[src/rtl/rv_isa_pkg.sv]
// rv_isa_pkg: shared RV encoding constants, one-hot class indices and encoder FSM state type.
package rv_isa_pkg;
    localparam int T_JAL  = 22;
    localparam int T_JALR = 21;
    localparam int T_BEQ  = 20;
    localparam int T_BNE  = 19;
    localparam int T_LD   = 18;
    localparam int T_SD   = 17;
    localparam int T_ADDI = 16;
    localparam int T_SLTI = 15;
    localparam int T_XORI = 14;
    localparam int T_ORI  = 13;
    localparam int T_ANDI = 12;
    localparam int T_SLLI = 11;
    localparam int T_SRLI = 10;
    localparam int T_SRAI = 9;
    localparam int T_ADD  = 8;
    localparam int T_SUB  = 7;
    localparam int T_SLL  = 6;
    localparam int T_SLT  = 5;
    localparam int T_XOR  = 4;
    localparam int T_SRL  = 3;
    localparam int T_SRA  = 2;
    localparam int T_OR   = 1;
    localparam int T_AND  = 0;

    localparam logic [6:0] OP_R    = 7'b0110011;
    localparam logic [6:0] OP_IALU = 7'b0010011;
    localparam logic [6:0] OP_LD   = 7'b0000011;
    localparam logic [6:0] OP_SD   = 7'b0100011;
    localparam logic [6:0] OP_B    = 7'b1100011;
    localparam logic [6:0] OP_JAL  = 7'b1101111;
    localparam logic [6:0] OP_JALR = 7'b1100111;

    localparam logic [2:0] F3_ADD = 3'b000;
    localparam logic [2:0] F3_SLL = 3'b001;
    localparam logic [2:0] F3_SLT = 3'b010;
    localparam logic [2:0] F3_LDS = 3'b011;
    localparam logic [2:0] F3_XOR = 3'b100;
    localparam logic [2:0] F3_SR  = 3'b101;
    localparam logic [2:0] F3_OR  = 3'b110;
    localparam logic [2:0] F3_AND = 3'b111;

    localparam logic [6:0]  F7_ALT = 7'b0100000;
    localparam logic [31:0] NOP    = 32'h0000_0013;

    typedef enum logic [1:0] {S_IDLE, S_LOAD, S_FIN} enc_state_t;

    function automatic logic onehot23(input logic [22:0] t);
        return (t != 23'd0) && ((t & (t - 23'd1)) == 23'd0);
    endfunction
endpackage

[src/rtl/rv_inst_pack.sv]
// rv_inst_pack: combinational packing of class + fields into a 32-bit RV word.
//   in_type  one-hot class, rd/rs1/rs2 register indices, imm signed immediate
//   word     encoded instruction (NOP when bad), bad = illegal class or out-of-range imm
//   IMM_RANGE_CHECK_EN enables immediate range checking; otherwise imm is truncated.
module rv_inst_pack
    import rv_isa_pkg::*;
(
    input  logic [22:0] in_type,
    input  logic [4:0]  rd,
    input  logic [4:0]  rs1,
    input  logic [4:0]  rs2,
    input  logic [31:0] imm,
    output logic [31:0] word,
    output logic        bad
);
    logic is_r, is_i, is_sh, is_b, is_j, is_sd, range_err;
    logic [6:0] op, f7;
    logic [2:0] f3;
    logic [31:0] raw;

    assign is_r  = |in_type[T_ADD:T_AND];
    assign is_i  = |in_type[T_ADDI:T_ANDI];
    assign is_sh = |in_type[T_SLLI:T_SRAI];
    assign is_b  = in_type[T_BEQ] | in_type[T_BNE];
    assign is_j  = in_type[T_JAL];
    assign is_sd = in_type[T_SD];

    assign op = is_r ? OP_R : (is_i | is_sh) ? OP_IALU : in_type[T_LD] ? OP_LD :
                is_sd ? OP_SD : is_b ? OP_B : is_j ? OP_JAL : OP_JALR;

    assign f3 = (in_type[T_SLL] | in_type[T_SLLI] | in_type[T_BNE]) ? F3_SLL :
                (in_type[T_SLT] | in_type[T_SLTI]) ? F3_SLT :
                (in_type[T_LD] | is_sd) ? F3_LDS :
                (in_type[T_XOR] | in_type[T_XORI]) ? F3_XOR :
                (in_type[T_SRL] | in_type[T_SRA] | in_type[T_SRLI] | in_type[T_SRAI]) ? F3_SR :
                (in_type[T_OR] | in_type[T_ORI]) ? F3_OR :
                (in_type[T_AND] | in_type[T_ANDI]) ? F3_AND : F3_ADD;

    assign f7 = (in_type[T_SUB] | in_type[T_SRA] | in_type[T_SRAI]) ? F7_ALT : 7'd0;

    // ADDI..ANDI, LD and JALR all share the plain I layout (the final fallback).
    assign raw = is_r  ? {f7, rs2, rs1, f3, rd, op} :
                 is_sh ? {f7, imm[4:0], rs1, f3, rd, op} :
                 is_sd ? {imm[11:5], rs2, rs1, f3, imm[4:0], op} :
                 is_b  ? {imm[12], imm[10:5], rs2, rs1, f3, imm[4:1], imm[11], op} :
                 is_j  ? {imm[20], imm[10:1], imm[11], imm[19:12], rd, op} :
                         {imm[11:0], rs1, f3, rd, op};

`ifdef IMM_RANGE_CHECK_EN
    logic signed [31:0] simm;
    assign simm = imm;
    assign range_err = is_r  ? 1'b0 :
                       is_sh ? (simm < 0 || simm > 31) :
                       is_b  ? (simm < -4096 || simm > 4094 || imm[0]) :
                       is_j  ? (simm < -1048576 || simm > 1048574 || imm[0]) :
                               (simm < -2048 || simm > 2047);
`else
    logic unused_imm;
    assign unused_imm = ^imm[31:21];
    assign range_err  = 1'b0;
`endif

    assign bad  = ~onehot23(in_type) | range_err;
    assign word = bad ? NOP : raw;
endmodule

[src/rtl/rv_inst_encoder.sv]
// rv_inst_encoder: loads encoded RV instructions into instruction memory at sequential word addresses.
//   start                pulse, begins a load from BASE_WADDR (IDLE only)
//   in_valid/in_ready    field handshake; in_type/in_rd/in_rs1/in_rs2/in_imm/in_last
//   mem_wen_I/waddr/wdata registered write port held until mem_wready
//   done                 one-cycle pulse after the final write; err sticky, cleared by start
//   IMM_RANGE_CHECK_EN (in rv_inst_pack) turns out-of-range immediates into NOP + err.
module rv_inst_encoder
    import rv_isa_pkg::*;
#(
    parameter logic [29:0] BASE_WADDR = 30'd0,
    parameter int          MAX_WORDS  = 1024
) (
    input  logic        clk,
    input  logic        rst_n,
    input  logic        start,
    input  logic        in_valid,
    output logic        in_ready,
    input  logic [22:0] in_type,
    input  logic [4:0]  in_rd,
    input  logic [4:0]  in_rs1,
    input  logic [4:0]  in_rs2,
    input  logic [31:0] in_imm,
    input  logic        in_last,
    output logic        mem_wen_I,
    output logic [29:0] mem_waddr_I,
    output logic [31:0] mem_wdata_I,
    input  logic        mem_wready,
    output logic        done,
    output logic        err
);
    enc_state_t state, state_nx;
    logic [31:0] word, cnt, idx;
    logic bad, hs, acc, wlast, cap_last;

    rv_inst_pack u_pack (
        .in_type (in_type),
        .rd      (in_rd),
        .rs1     (in_rs1),
        .rs2     (in_rs2),
        .imm     (in_imm),
        .word    (word),
        .bad     (bad)
    );

    assign acc = mem_wen_I & mem_wready;
    // Once the final word is registered nothing more may enter until it drains.
    assign in_ready = (state == S_LOAD) & (~mem_wen_I | (mem_wready & ~wlast));
    assign hs = in_valid & in_ready;
    // Index of the word being captured, counting a write retiring this same cycle.
    assign idx = cnt + {31'd0, acc};
    assign cap_last = in_last | (idx == 32'(MAX_WORDS - 1));
    assign done = (state == S_FIN);

    always_comb begin
        state_nx = state;
        unique case (state)
            S_IDLE:  state_nx = start ? S_LOAD : S_IDLE;
            S_LOAD:  state_nx = (acc & wlast) ? S_FIN : S_LOAD;
            default: state_nx = S_IDLE;
        endcase
    end

    always_ff @(posedge clk or negedge rst_n) begin
        if (!rst_n) begin
            state       <= S_IDLE;
            mem_wen_I   <= 1'b0;
            mem_waddr_I <= BASE_WADDR;
            mem_wdata_I <= 32'd0;
            wlast       <= 1'b0;
            cnt         <= 32'd0;
            err         <= 1'b0;
        end else begin
            state <= state_nx;
            if (state == S_IDLE && start) begin
                mem_waddr_I <= BASE_WADDR;
                cnt         <= 32'd0;
                err         <= 1'b0;
                wlast       <= 1'b0;
            end
            if (acc) begin
                mem_waddr_I <= mem_waddr_I + 30'd1;
                cnt         <= cnt + 32'd1;
            end
            if (hs) begin
                mem_wen_I   <= 1'b1;
                mem_wdata_I <= word;
                wlast       <= cap_last;
                if (bad | (cap_last & ~in_last))
                    err <= 1'b1;
            end else if (acc) begin
                mem_wen_I <= 1'b0;
            end
        end
    end
endmodule

[config.mk]
export PLATFORM = sky130hd
export DESIGN_NAME = rv_inst_encoder
export DESIGN_NICKNAME = d
export VERILOG_FILES = /design/src/rtl/rv_isa_pkg.sv /design/src/rtl/rv_inst_pack.sv /design/src/rtl/rv_inst_encoder.sv
export SDC_FILE = /design/constraint.sdc
export NUM_CORES = 1
export LEC_CHECK = 0
export CAP_MARGIN = 20
export CORE_MARGIN = 8
export CORE_UTILIZATION = 46
export CTS_BUF_LIST = sky130_fd_sc_hd__clkbuf_2 sky130_fd_sc_hd__clkbuf_4 sky130_fd_sc_hd__clkbuf_8
export CTS_CLUSTER_SIZE = 12
export DETAILED_ROUTE_END_ITERATION = 6
export GPL_ROUTABILITY_DRIVEN = 1
export HOLD_SLACK_MARGIN = 0.15
export MAX_ROUTING_LAYER = met4
export PLACE_DENSITY = 0.83
export SETUP_SLACK_MARGIN = 0.4
export SYNTH_ARGS = -nofsm -noshare
export SYNTH_HDL_FRONTEND = slang
export SYNTH_SLANG_ARGS = --single-unit
[constraint.sdc]
create_clock -name clk -period 3 [get_ports clk]
set_clock_uncertainty 0.15 [all_clocks]
set_input_delay 0.45 -clock clk [delete_from_list [all_inputs] [get_ports clk]]
set_output_delay 0.45 -clock clk [all_outputs]
set_load 0.005 [all_outputs]
==> impl_metrics.yaml <==
hold_path:
  hp-class: "register to register"
detailed_routing:
  vias: 6044
  viasPerCell: 6.01
  ant_nets: 0
  drt-initial-drc-count: 503
  wl_mm: 18.7
  remaining_drc_errors: 2
  drtPass1Iterations: 7
  wire_per_inst_um: 18.6
timing:
  setup-tns-final_ps: 0
  tightestPinTransition_ps: 1010
  rsz0062_at_grt: "true"
  timing.final.crit_period_ps: 2790
  relSlewSlack: 0.307
  hold_viol: 0
  setup_viol_count_final: 0
  period_share: 0.932
  drv_slew: 0
  fmax_ghz: 0.358
run_status:
  failed_checks: "DRC"
  status: "complete, but fails checks"
critical_path:
  worstPathCellList: "nand2_4 > inv_4 > ha_4 > ha_4 > nand2b_4 > a21oi_1 > o21ai_1 > a2111oi_4 > buf_4 > nand4_1 > or4b_4 > o21ai_2"
  path_common_cell: "ha_4"
  required_ps: 3170
  cp-end-kind: "register"
  crit_slowest_cell: "or4b_4"
  path_max_fanout: 3
  max_stage_delay_ps: 520
  reg2reg_slack_ps: 210
  critPathKind: "register to register"
  crit_arrival_ps: 2970
  critPathLaunchType: "register"
yosys:
  ys_seq_area_frac: 0.434
  synth_edf_count: 0
  syn_nets: 752
  yosysMostFrequentCell: "nand2_1"
  syn_inst: 671
  ys_ff_latch: 98
  ys.flop_type: "dfrtp_1"
  synth.top_cells.by_count: "108 x nand2_1, 98 x dfrtp_1, 61 x o21ai_1, 54 x nand3_1, 45 x nor2_1"
  ys_warn_count: 0
  yosys.area.top_type: "dfrtp_1"
  synth-async-reset-ratio: 1.00
  synthTopCellsByArea: "dfrtp_1 43%, nand2_1 7.2%, o21ai_1 5.4%"
  yosysUniqueCellTypes: 61
  synth_top_area_share: 0.434
  syn_avg_cell_area_um2: 8.41
  syn_area_um2: 5650
power_and_ir_drop:
  power_density_nw_per_um2: 376
  ir_drop_uv: 301
  total_power_mw: 3.10
  p_sw_mw: 1.01
  p_int_mw: 2.09
  seqPwrFrac: 0.469
  clkPwrFrac: 0.276
  p_comb_frac: 0.255
  power_switching_share: 0.327
  p_leak_nw: 3.38
global_route:
  grt_max_degree: 59
  grt_pass1_vias: 5766
  grt-busiest-layer: "met2"
  grtUsageMet1: 0.286
  grt_pass1_wl_mm: 29.5
  grtUsageMet2: 0.381
  met3_usage: 0.0381
  antenna_found_initial: 0
  grt_usage: 0.231
  grt_overflow: 0
floorplan:
  placeableCoreArea_um2: 12000
  rows: 40
  start_util: 0.470
  dieArea_um2: 16100
  dieHeight_um: 127
  die_w_um: 127
  ioPinCount: 142
final_layout:
  drive_gt1_frac: 0.204
  diodes: 0
  area_delta_synth_final_pct: 46.2
  nNetsFinal: 934
clocking:
  root_buffer: "clkbuf_8"
  htree_levels: 3
  clock_sink_count: 98
  clk_pin_slew_ps: 100
  clkLatencyLatePin_ps: 390
  numCtsBuffers: 9
  max-clock-path-buffers: 2
  cts_tree: "built"
place:
  port_buffers: 130
  gp_congestion: 0.915
  dp_hpwl_mm: 13.1
run:
  max_cap_viol_count: 0
power groups by stage:
stage	combinational, mW	clock, mW	sequential (mW)
2_1_floorplan	0.345	0	1.47
3_3_place_gp	0.709	0	1.47
3_5_place_dp	0.727	0	1.47
4_1_cts	0.765	0.870	1.45
5_1_grt	0.873	0.923	1.46
6_report	0.790	0.856	1.45
registers in the layout, summed over array words and instances (netlist names):
register / flops
state: 2
mem_wen_I: 1
mem_wdata_I: 31
err: 1
mem_waddr_I: 30
cnt: 32
wlast: 1
cell type report:
type	instances	area (µm²)
fillers	924	3760
multi-input cells	526	3380
flip-flops and latches	98	2460
repair buffers	209	2000
well taps	147	184
clock buffers	12	159
inverters	9	36.3
clock inverters	4	33.8
kinds of logic (layout without fill, tap and decap cells):
family / count (synthesis) / after routing / synth area share
flops: 98 / 98 / 0.434
xor+xnor: 3 / 3 / 0.00466
simple gates: 314 / 314 / 0.275
mux: 21 / 21 / 0.0372
fa+ha+maj: 6 / 6 / 0.0129
compound gates: 182 / 182 / 0.201
buf+inv: 47 / 234 / 0.0352
layout by cell type (no fill, tap or decap), types with 3 or more instances in the layout:
cell type / n
a211o_1: 3
a21oi_1: 15
a31oi_1: 5
and3_1: 14
and4_1: 3
buf_12: 4
buf_4: 68
buf_6: 6
clkbuf_8: 11
clkdlybuf4s50_1: 114
dfrtp_1: 95
dfrtp_2: 3
dlygate4sd2_1: 9
ha_1: 3
inv_1: 8
mux2i_1: 21
nand2_1: 106
nand3_1: 51
nand4_1: 27
nor2_1: 42
nor2b_1: 3
nor3_1: 15
nor3_2: 6
nor4_1: 3
nor4_2: 3
nor4_4: 3
o2111ai_1: 3
o211ai_1: 13
o21ai_0: 28
o21ai_1: 39
o21ai_2: 23
o31ai_1: 16
o41ai_1: 4
or3_1: 5
xor2_1: 3
worst paths after layout:
| kind | from | end | depth (start not counted) |
|---|---|---|---|
| min | state[1] | state[0] | 1 |
| max in group asynchronous | rst_n | mem_wdata_I[6] | 3 |
| max reg2reg | mem_wen_I | err | 12 |
| min in group asynchronous | rst_n | mem_wdata_I[14] | 2 |
| min reg2reg | state[1] | state[0] | 1 |
| max | mem_wen_I | err | 12 |
routing by layer:
metal  share of wire  vias to the layer above
met4           0.017                        0
li1                -                     2869
met3           0.049                       28
met1            0.43                     2930
met2            0.50                      217
met5               0                        -
stage by stage:
step | setup slack, ps | hold slack, ps | util | cells | area, µm²
2_1_floorplan | 318 | 4.41 | - | 671 | 5750
3_3_place_gp | -372 | 294 | 0.625 | 969 | 7510
3_5_place_dp | -493 | 311 | 0.625 | 969 | 7510
4_1_cts | 177 | 318 | 0.665 | 999 | 7980
5_1_grt | 118 | 342 | 0.687 | 1005 | 8250
6_report | 205 | 321 | 0.687 | 1005 | 8250
worst max-delay path: cells and delay by family, from the launching register on:
family,cells,cell delay [ps]
fa+ha+maj,2,330
buf+inv,2,200
simple gates,4,830
flops,1,420
compound gates,4,790
timing repair:
| item | 4_1_cts | 5_1_grt |
|---|---|---|
| resized for setup | 68 | 42 |
| hold buffers | 1 | 0 |
| pin swaps | 21 | 20 |
| cloned | 2 | 1 |
| buffers inserted | 11 | 5 |
| endpoints found under the setup margin | 34 | 37 |
| endpoints found under the hold margin | 57 | 0 |
Note: power is estimated with default switching activity, not from simulation.
